**src/rtl/video_in_pkg.sv**
```systemverilog
`default_nettype none
//==============================================================================
// Module      : video_in_pkg
// Description : Shared definitions for the video input path: default data
//               width and burst length, capture-controller state encoding and
//               the Wishbone burst tag constants.
// Revision    : 1.0 - initial release
//==============================================================================
package video_in_pkg;

   localparam int DATA_SIZE = 32;   // FIFO / Wishbone data width
   localparam int BURST_LEN = 16;   // beats per Wishbone burst (power of two)

   // Wishbone registered-feedback cycle type identifiers
   localparam logic [2:0] CTI_INCR   = 3'b010;  // incrementing burst beat
   localparam logic [2:0] CTI_END    = 3'b111;  // final beat of a burst
   localparam logic [1:0] BTE_LINEAR = 2'b00;   // linear (non-wrapping) burst

   typedef enum logic [2:0] {
      IDLE  = 3'd0,
      SYNC  = 3'd1,
      WAIT  = 3'd2,
      BURST = 3'd3,
      DONE  = 3'd4
   } vin_state_e;

endpackage
`default_nettype wire

```
**src/rtl/video_in_burst_ctrl.sv**
```systemverilog
`default_nettype none
//==============================================================================
// Module      : video_in_burst_ctrl
// Description : Moves captured video words from the line FIFO into a frame
//               buffer through Wishbone incrementing write bursts. A frame
//               begins at frame_start (base address latched), and each burst
//               of BURST_LEN words is launched once the FIFO holds that many.
// Ports       : clk, nRST           - clock, async active-low reset
//               enable, frame_start - capture enable level, frame sync pulse
//               frame_base          - frame buffer byte address
//               fifo_*              - FIFO head word, burst-ready flag, pop
//               wb_*                - Wishbone master burst interface
//               frame_done/miss     - one-cycle status pulses
// Revision    : 1.0 - initial release
//==============================================================================
module video_in_burst_ctrl #(
   parameter int DATA_SIZE   = video_in_pkg::DATA_SIZE,
   parameter int BURST_LEN   = video_in_pkg::BURST_LEN,
   parameter int FRAME_WORDS = 76800
) (
   input  logic                 clk,
   input  logic                 nRST,
   input  logic                 enable,
   input  logic                 frame_start,
   input  logic [31:0]          frame_base,
   input  logic [DATA_SIZE-1:0] fifo_data,
   input  logic                 fifo_burst_ready,
   output logic                 fifo_r_ack,
   output logic                 wb_cyc_o,
   output logic                 wb_stb_o,
   output logic                 wb_we_o,
   output logic [31:0]          wb_adr_o,
   output logic [DATA_SIZE-1:0] wb_dat_o,
   output logic [3:0]           wb_sel_o,
   output logic [2:0]           wb_cti_o,
   output logic [1:0]           wb_bte_o,
   input  logic                 wb_ack_i,
   output logic                 frame_done,
   output logic                 frame_miss
);
   import video_in_pkg::*;

   localparam int WCW = $clog2(FRAME_WORDS + 1);
   localparam int BCW = $clog2(BURST_LEN);
   localparam logic [WCW-1:0] LAST_WORD = WCW'(FRAME_WORDS - 1);
   localparam logic [BCW-1:0] LAST_BEAT = BCW'(BURST_LEN - 1);

   vin_state_e     state_q, state_d;
   logic [WCW-1:0] word_cnt_q, word_cnt_d;
   logic [BCW-1:0] beat_cnt_q, beat_cnt_d;
   logic [31:0]    base_lat_q, base_lat_d;
   logic           cyc_q;
   logic           miss_q, miss_d;
   logic           in_burst;
   logic           last_beat;

   assign in_burst  = (state_q == BURST);
   assign last_beat = (beat_cnt_q == LAST_BEAT);

   always_ff @(posedge clk or negedge nRST) begin
      if (!nRST) begin
         state_q    <= IDLE;
         word_cnt_q <= '0;
         beat_cnt_q <= '0;
         base_lat_q <= '0;
         cyc_q      <= 1'b0;
         miss_q     <= 1'b0;
      end else begin
         state_q    <= state_d;
         word_cnt_q <= word_cnt_d;
         beat_cnt_q <= beat_cnt_d;
         base_lat_q <= base_lat_d;
         // cyc/stb come from a flop so the bus sees a glitch-free strobe
         // that rises the cycle after the FSM commits to a burst.
         cyc_q      <= (state_d == BURST);
         miss_q     <= miss_d;
      end
   end

   always_comb begin
      state_d    = state_q;
      word_cnt_d = word_cnt_q;
      beat_cnt_d = beat_cnt_q;
      base_lat_d = base_lat_q;
      // A sync pulse arriving while a frame is in flight is dropped and flagged.
      miss_d     = frame_start &&
                   ((state_q == WAIT) || (state_q == BURST) || (state_q == DONE));

      case (state_q)
         IDLE: begin
            if (enable) state_d = SYNC;
         end
         SYNC: begin
            if (!enable) begin
               state_d = IDLE;
            end else if (frame_start) begin
               base_lat_d = frame_base;
               word_cnt_d = '0;
               beat_cnt_d = '0;
               state_d    = WAIT;
            end
         end
         WAIT: begin
            if (!enable)               state_d = IDLE;
            else if (fifo_burst_ready) state_d = BURST;
         end
         BURST: begin
            // enable is only looked at on the last beat: an open bus cycle is
            // always completed.
            if (wb_ack_i) begin
               word_cnt_d = word_cnt_q + WCW'(1);
               beat_cnt_d = beat_cnt_q + BCW'(1);
               if (last_beat) begin
                  if (word_cnt_q == LAST_WORD) state_d = DONE;
                  else if (enable)             state_d = WAIT;
                  else                         state_d = IDLE;
               end
            end
         end
         DONE: begin
            state_d = enable ? SYNC : IDLE;
         end
         default: state_d = IDLE;
      endcase
   end

   assign wb_cyc_o   = cyc_q;
   assign wb_stb_o   = cyc_q;
   assign wb_we_o    = cyc_q;
   assign wb_sel_o   = cyc_q ? 4'hF : 4'h0;
   assign wb_bte_o   = BTE_LINEAR;
   assign wb_cti_o   = !cyc_q   ? 3'b000  :
                       last_beat ? CTI_END : CTI_INCR;
   // Word-to-byte address; any carry past bit 31 is discarded.
   assign wb_adr_o   = base_lat_q + (32'(word_cnt_q) << 2);
   assign wb_dat_o   = fifo_data;
   assign fifo_r_ack = in_burst & wb_ack_i;
   assign frame_done = (state_q == DONE);
   assign frame_miss = miss_q;

endmodule
`default_nettype wire

```
**config.mk**
```make
export PLATFORM = sky130hd
export DESIGN_NAME = video_in_burst_ctrl
export DESIGN_NICKNAME = d
export VERILOG_FILES = /design/src/rtl/video_in_pkg.sv /design/src/rtl/video_in_burst_ctrl.sv
export SDC_FILE = /design/constraint.sdc
export NUM_CORES = 1
export LEC_CHECK = 0
export CAP_MARGIN = 20
export CORE_MARGIN = 2
export CORE_UTILIZATION = 49
export CTS_CLUSTER_SIZE = 16
export DETAILED_ROUTE_END_ITERATION = 8
export GPL_ROUTABILITY_DRIVEN = 0
export PLACE_DENSITY_LB_ADDON = 0.05
export SLEW_MARGIN = 20
export SYNTH_ARGS = -nofsm -noshare
export SYNTH_HDL_FRONTEND = slang
export SYNTH_SLANG_ARGS = --single-unit
```
**constraint.sdc**
```tcl
create_clock -name clk -period 5.26 [get_ports clk]
set_input_delay 1.052 -clock clk [delete_from_list [all_inputs] [get_ports clk]]
set_output_delay 1.052 -clock clk [all_outputs]
set_load 0.02 [all_outputs]
```
* After elaboration in Yosys (flattened, before gate mapping) *
Cells that the tools add are included.
W data, S select, Z words.

operators by class
  add/sub/neg operators = 3
  eq/ne operators = 10
  multiplexer cells = 22
  bitwise operators = 1
  reductions and logical operators = 7

operators with widths
  cell                     count
  $mux W17                 3
  $pmux W17 S2             1
  $add A32 B19 Y32         1
  $mux W3                  10
  $add A17 B1 Y17 const B  1
  $eq A17 B17 Y1 const B   1
  $mux W4                  4
  $pmux W3 S5              1
  $eq A3 B2 Y1 const B     3
  $pmux W4 S2              1
  $ne A2 B2 Y1 const B     3
  $add A4 B1 Y4 const B    1
  $eq A4 B4 Y1 const B     1
  $reduce_and A4 Y1        1
  $eq A3 B1 Y1 const B     1
  $eq A3 B3 Y1 const B     1
  $logic_not A3 Y1         1
  $reduce_and A3 Y1        1
  $logic_or A1 B1 Y1       2
  $mux W2                  1
  $reduce_bool A2 Y1       1
  $and A1 B1 Y1            1
  $logic_and A1 B1 Y1      1
  $mux W1                  1

storage, ports and cells
  bits in registers = 58
  input port bits = 70
  output and inout port bits = 79
  word-level logic and storage cells = 49

* Longest topological paths before layout *
  depth after elaboration = 6
  mapped depth = 8
  mapped depth without buffers = 8

* Worst setup path after synthesis *
Ideal clock, no wire load.

  path type = reg-to-output
  from = register word_cnt_q[0]
  to = output wb_adr_o[16]
  arrival time = 2.579 ns
  data required time = 4.208 ns
  path slack = 1.629 ns
  cell stages (with the launch flop) = 8
  path buffers = 0
  path through = dfrtp_1 -> ha_1 -> fa_1 -> a211oi_1 -> o21bai_1 -> nand4_1 -> a31oi_1 -> o311ai_0

between the ends
  cells in the longest elaborated chain, start to end = 1

ends and longest elaborated chain
  item                      RTL line                    source
  start: declaration        video_in_burst_ctrl.sv:49   logic [WCW-1:0] word_cnt_q, word_cnt_d;
  start signal: assignment  video_in_burst_ctrl.sv:70   word_cnt_q <= word_cnt_d;
  $add A32 B19 Y32          video_in_burst_ctrl.sv:135  assign wb_adr_o = base_lat_q + (32'(word_cnt_q) << 2);
  end: declaration          video_in_burst_ctrl.sv:32   output logic [31:0] wb_adr_o,

No other way between the ends.

* Worst setup path in the final report *
Same ends and word-level chain as after synthesis.

==> metrics.md <==
| Metric | Value |
|---|---|
| Status | `finished clean` |
| Final ANT Viol Nets | `0` |
| Post-Syn Area | `between 0.004 and 0.005 mm2` |
| Buffer depth of the longest clock path | `2` |
| Core Region | `0.008093 mm2` |
| Synth top area share | `0.3610` |
| Starting Density | `0.4968` |
| Antenna violations before repair | `0` |
| Crit Path Max Fanout | `7` |
| Multi-input gate area | `0.002165 mm2` |
| # diodes | `0` |
| Placed Instances | `roughly 540` |
| Area Growth Syn to Fin | `19.70%` |
| Avg Inst Size Synth | `9.829 um2` |
| Post-synth top cells | `dfrtp_1, buf_4, nor2_1, mux2_2, xor2_1` |
| Drt wl/cell | `15.90 um` |
| Cell Pwr Density | `~530 mW/mm2` |
| Pin count of the biggest net entering global routing | `slightly below 60` |
| Fin. max-slew vios | `0` |
| Post-synth top flop | `dfrtp_1` |
| Critical Path Sink Type | `output port` |
| Worst Setup Start Kind | `register` |
| Leakage | `between 2 and 2.5 nW` |
| Worst EP arrival | `3.46 ns` |
| Final Instance Count excl. Fillers | `approximately 560` |
| CTS Hold Buffers Added | `0` |
| Mapped Cells | `409` |
| Global Route Usage Sum | `0.2110` |
| CTS sink count | `just under 60` |
| Reg clk slew, reported paths | `0.07 ns` |
| Fin worst setup slack | `roughly 0.75 ns` |
| DRC | `0` |
| Worst reg2reg setup slack | `3.05 ns` |
| Fin crit share | `0.8579` |
| Max-Cap Viols | `0` |
| Least-Margin Pin Slew | `0.7390 ns` |
| Final setup fails | `0` |
| Hpwl dp | `6515 um` |
| Resized cells post-CTS | `0` |
| Area leader, netlist | `dfrtp_1` |
| Cell Rows | `33` |
| GR Util met3 | `0.03990` |
| Peak supply drop | `0.3063 mV` |
| Total Power | `2.553 mW` |
| Count leader, synth | `dfrtp_1` |
| Via density per instance | `approximately 5.5` |
| Grt total ovfl | `0` |
| TritonCTS clock tree | `done` |
| Setup WS pre-CTS | `1.126 ns` |
| Met1 Track Usage GR | `0.2861` |
| Class of the worst hold path | `reg2reg` |
| Post-layout min period | `4.513 ns` |
| Fillers | `739` |
| FF+latch count, synth | `58` |
| Synth unique cells | `56` |
| Sequential area share after synthesis | `0.3610` |
| First-pass GRT wire length | `14790 um` |
| Worst skew pair latency | `0.33 ns` |
| Register area | `0.001451 mm2` |
| Vias | `about 3100` |
| Setup TNS Final | `0 ns` |
| Port bufs | `82` |
| CP Class | `reg2out` |
| Die Ht | `94.58 um` |
| Worst EP required | `4.21 ns` |
| Detailed Routing Iterations Pass 1 | `4` |
| Final WL | `8890 um` |
| Busiest layer in global routing | `met2` |
| Fmax | `between 0.2 and 0.25 GHz` |
| Root Driver | `clkbuf_8` |
| Nets | `540` |
| I/O pins | `149` |
| RSZ-0062 raised after global routing | `no` |
| Placed inst area | `around 0.0046 mm2` |
| Dominant cells by area after synthesis | `dfrtp_1, mux2_2, buf_4, ha_1, xor2_1` |
| Post-synth EDFFs | `0` |
| Final Hold Vio Count | `0` |
| Yosys warns | `0` |
| Vias in the first global route | `3166` |
| Slew margin rel. | `0.5074` |
| Initial DRC count | `148` |
| Met2 usage | `0.3310` |
| Post-CTS setup buffer count | `0` |
| Ratio of cells with drive above 1 in the final layout | `0.1388` |
| Die area | `0.008944 mm2` |
| Asr flop ratio synth | `1.000` |
| Die width | `94.58 um` |
| TritonCTS buffer count | `9` |
| Post-Layout Inst Area | `a little under 0.005 mm2` |
| Clock skew | `0.01344 ns` |
| H-tree Lvls | `3` |
per-stage QoR:
| stage | hold slack [ns] | utilization |
|---|---|---|
| after floorplan | 0.4678 | - |
| after global placement | 0.4898 | 0.5694 |
| after detailed placement | 0.5033 | 0.5694 |
| after CTS | 0.5183 | 0.5946 |
| after global routing | 0.5374 | 0.5946 |
| final | 0.5123 | 0.5946 |
kinds of logic after synthesis:
group                      Yosys count  share of synthesized area
xor gates and xnor gates            39                    0.08497
other                                1                  0.0009328
muxes                               32                    0.08964
AOI/OAI and AO/OA                   76                     0.1366
buffers and inverters               63                     0.1033
and+or+nand+nor                    120                     0.1594
DFF                                 58                     0.3610
adders and majority gates           20                    0.06412
layer usage:
layer	share of wire	wire, um	vias to the layer above
met5	0	0	-
met4	0.019	171	0
met3	0.061	543	27
met2	0.45	3967	91
met1	0.47	4209	1465
li1	-	-	1478
final cells by class:
cell class	instances	area share
sequential	58	0.3016
timing repair buffer	84	0.1726
clock buffer	13	0.03510
multi-input combinational	289	0.4498
tap	105	0.02730
inverter	8	0.006240
clock inverter	2	0.007280
path summary, 6_finish.rpt:
path	to	cells after the start	start
max	wb_adr_o[16]	8	word_cnt_q[0]
min	base_lat_q[1]	1	base_lat_q[1]
max reg2reg	base_lat_q[21]	4	state_q[2]
min reg2reg	base_lat_q[1]	1	base_lat_q[1]
max in group asynchronous	base_lat_q[11]	2	nRST
min in group asynchronous	beat_cnt_q[2]	2	nRST
flip-flops by register name, indices dropped and copies added (netlist names):
register	flops
base_lat_q	32
wb_cyc_o	1
word_cnt_q	17
frame_miss	1
beat_cnt_q	4
state_q	3
worst max-delay path, cell delays in order, from the launching register on:
cell and delay (ns):
dfrtp_1 0.45, ha_1 0.27, fa_1 0.40, a211oi_1 0.36, o21bai_1 0.20, nand4_1 0.14
a31oi_1 0.13, o311ai_0 0.48, clkdlybuf4s50_1 0.69
power breakdown:
part / internal [mW] / switching, mW
clock: 0.255 / 0.177
sequential: 0.608 / 0.177
combinational: 0.660 / 0.676
total: 1.52 / 1.03
placed cells by master, fill, tap and decap left out, types with 2 or more instances in the layout:
cell	Yosys	routed
a211oi_1	3	3
a21boi_0	3	3
a21o_1	9	9
a21o_2	2	2
a21oi_1	19	19
a31oi_1	4	4
a41o_1	2	2
and3_1	11	11
and4_1	4	4
buf_4	44	2
clkbuf_8	0	12
clkdlybuf4s50_1	0	81
conb_1	1	2
dfrtp_1	58	58
ha_1	19	19
inv_1	8	8
mux2_2	32	32
nand2_1	23	23
nand2b_1	3	3
nand3_1	16	16
nand4_1	10	10
nor2_1	34	33
nor2b_1	2	2
nor3_1	4	4
nor4b_1	2	2
o211ai_1	2	2
o21a_1	3	3
o21ai_0	13	13
o21ai_1	2	2
o21bai_1	2	2
or3_1	3	3
xnor2_1	14	14
xor2_1	25	25
No activity file was read; power rests on OpenSTA's default activity.
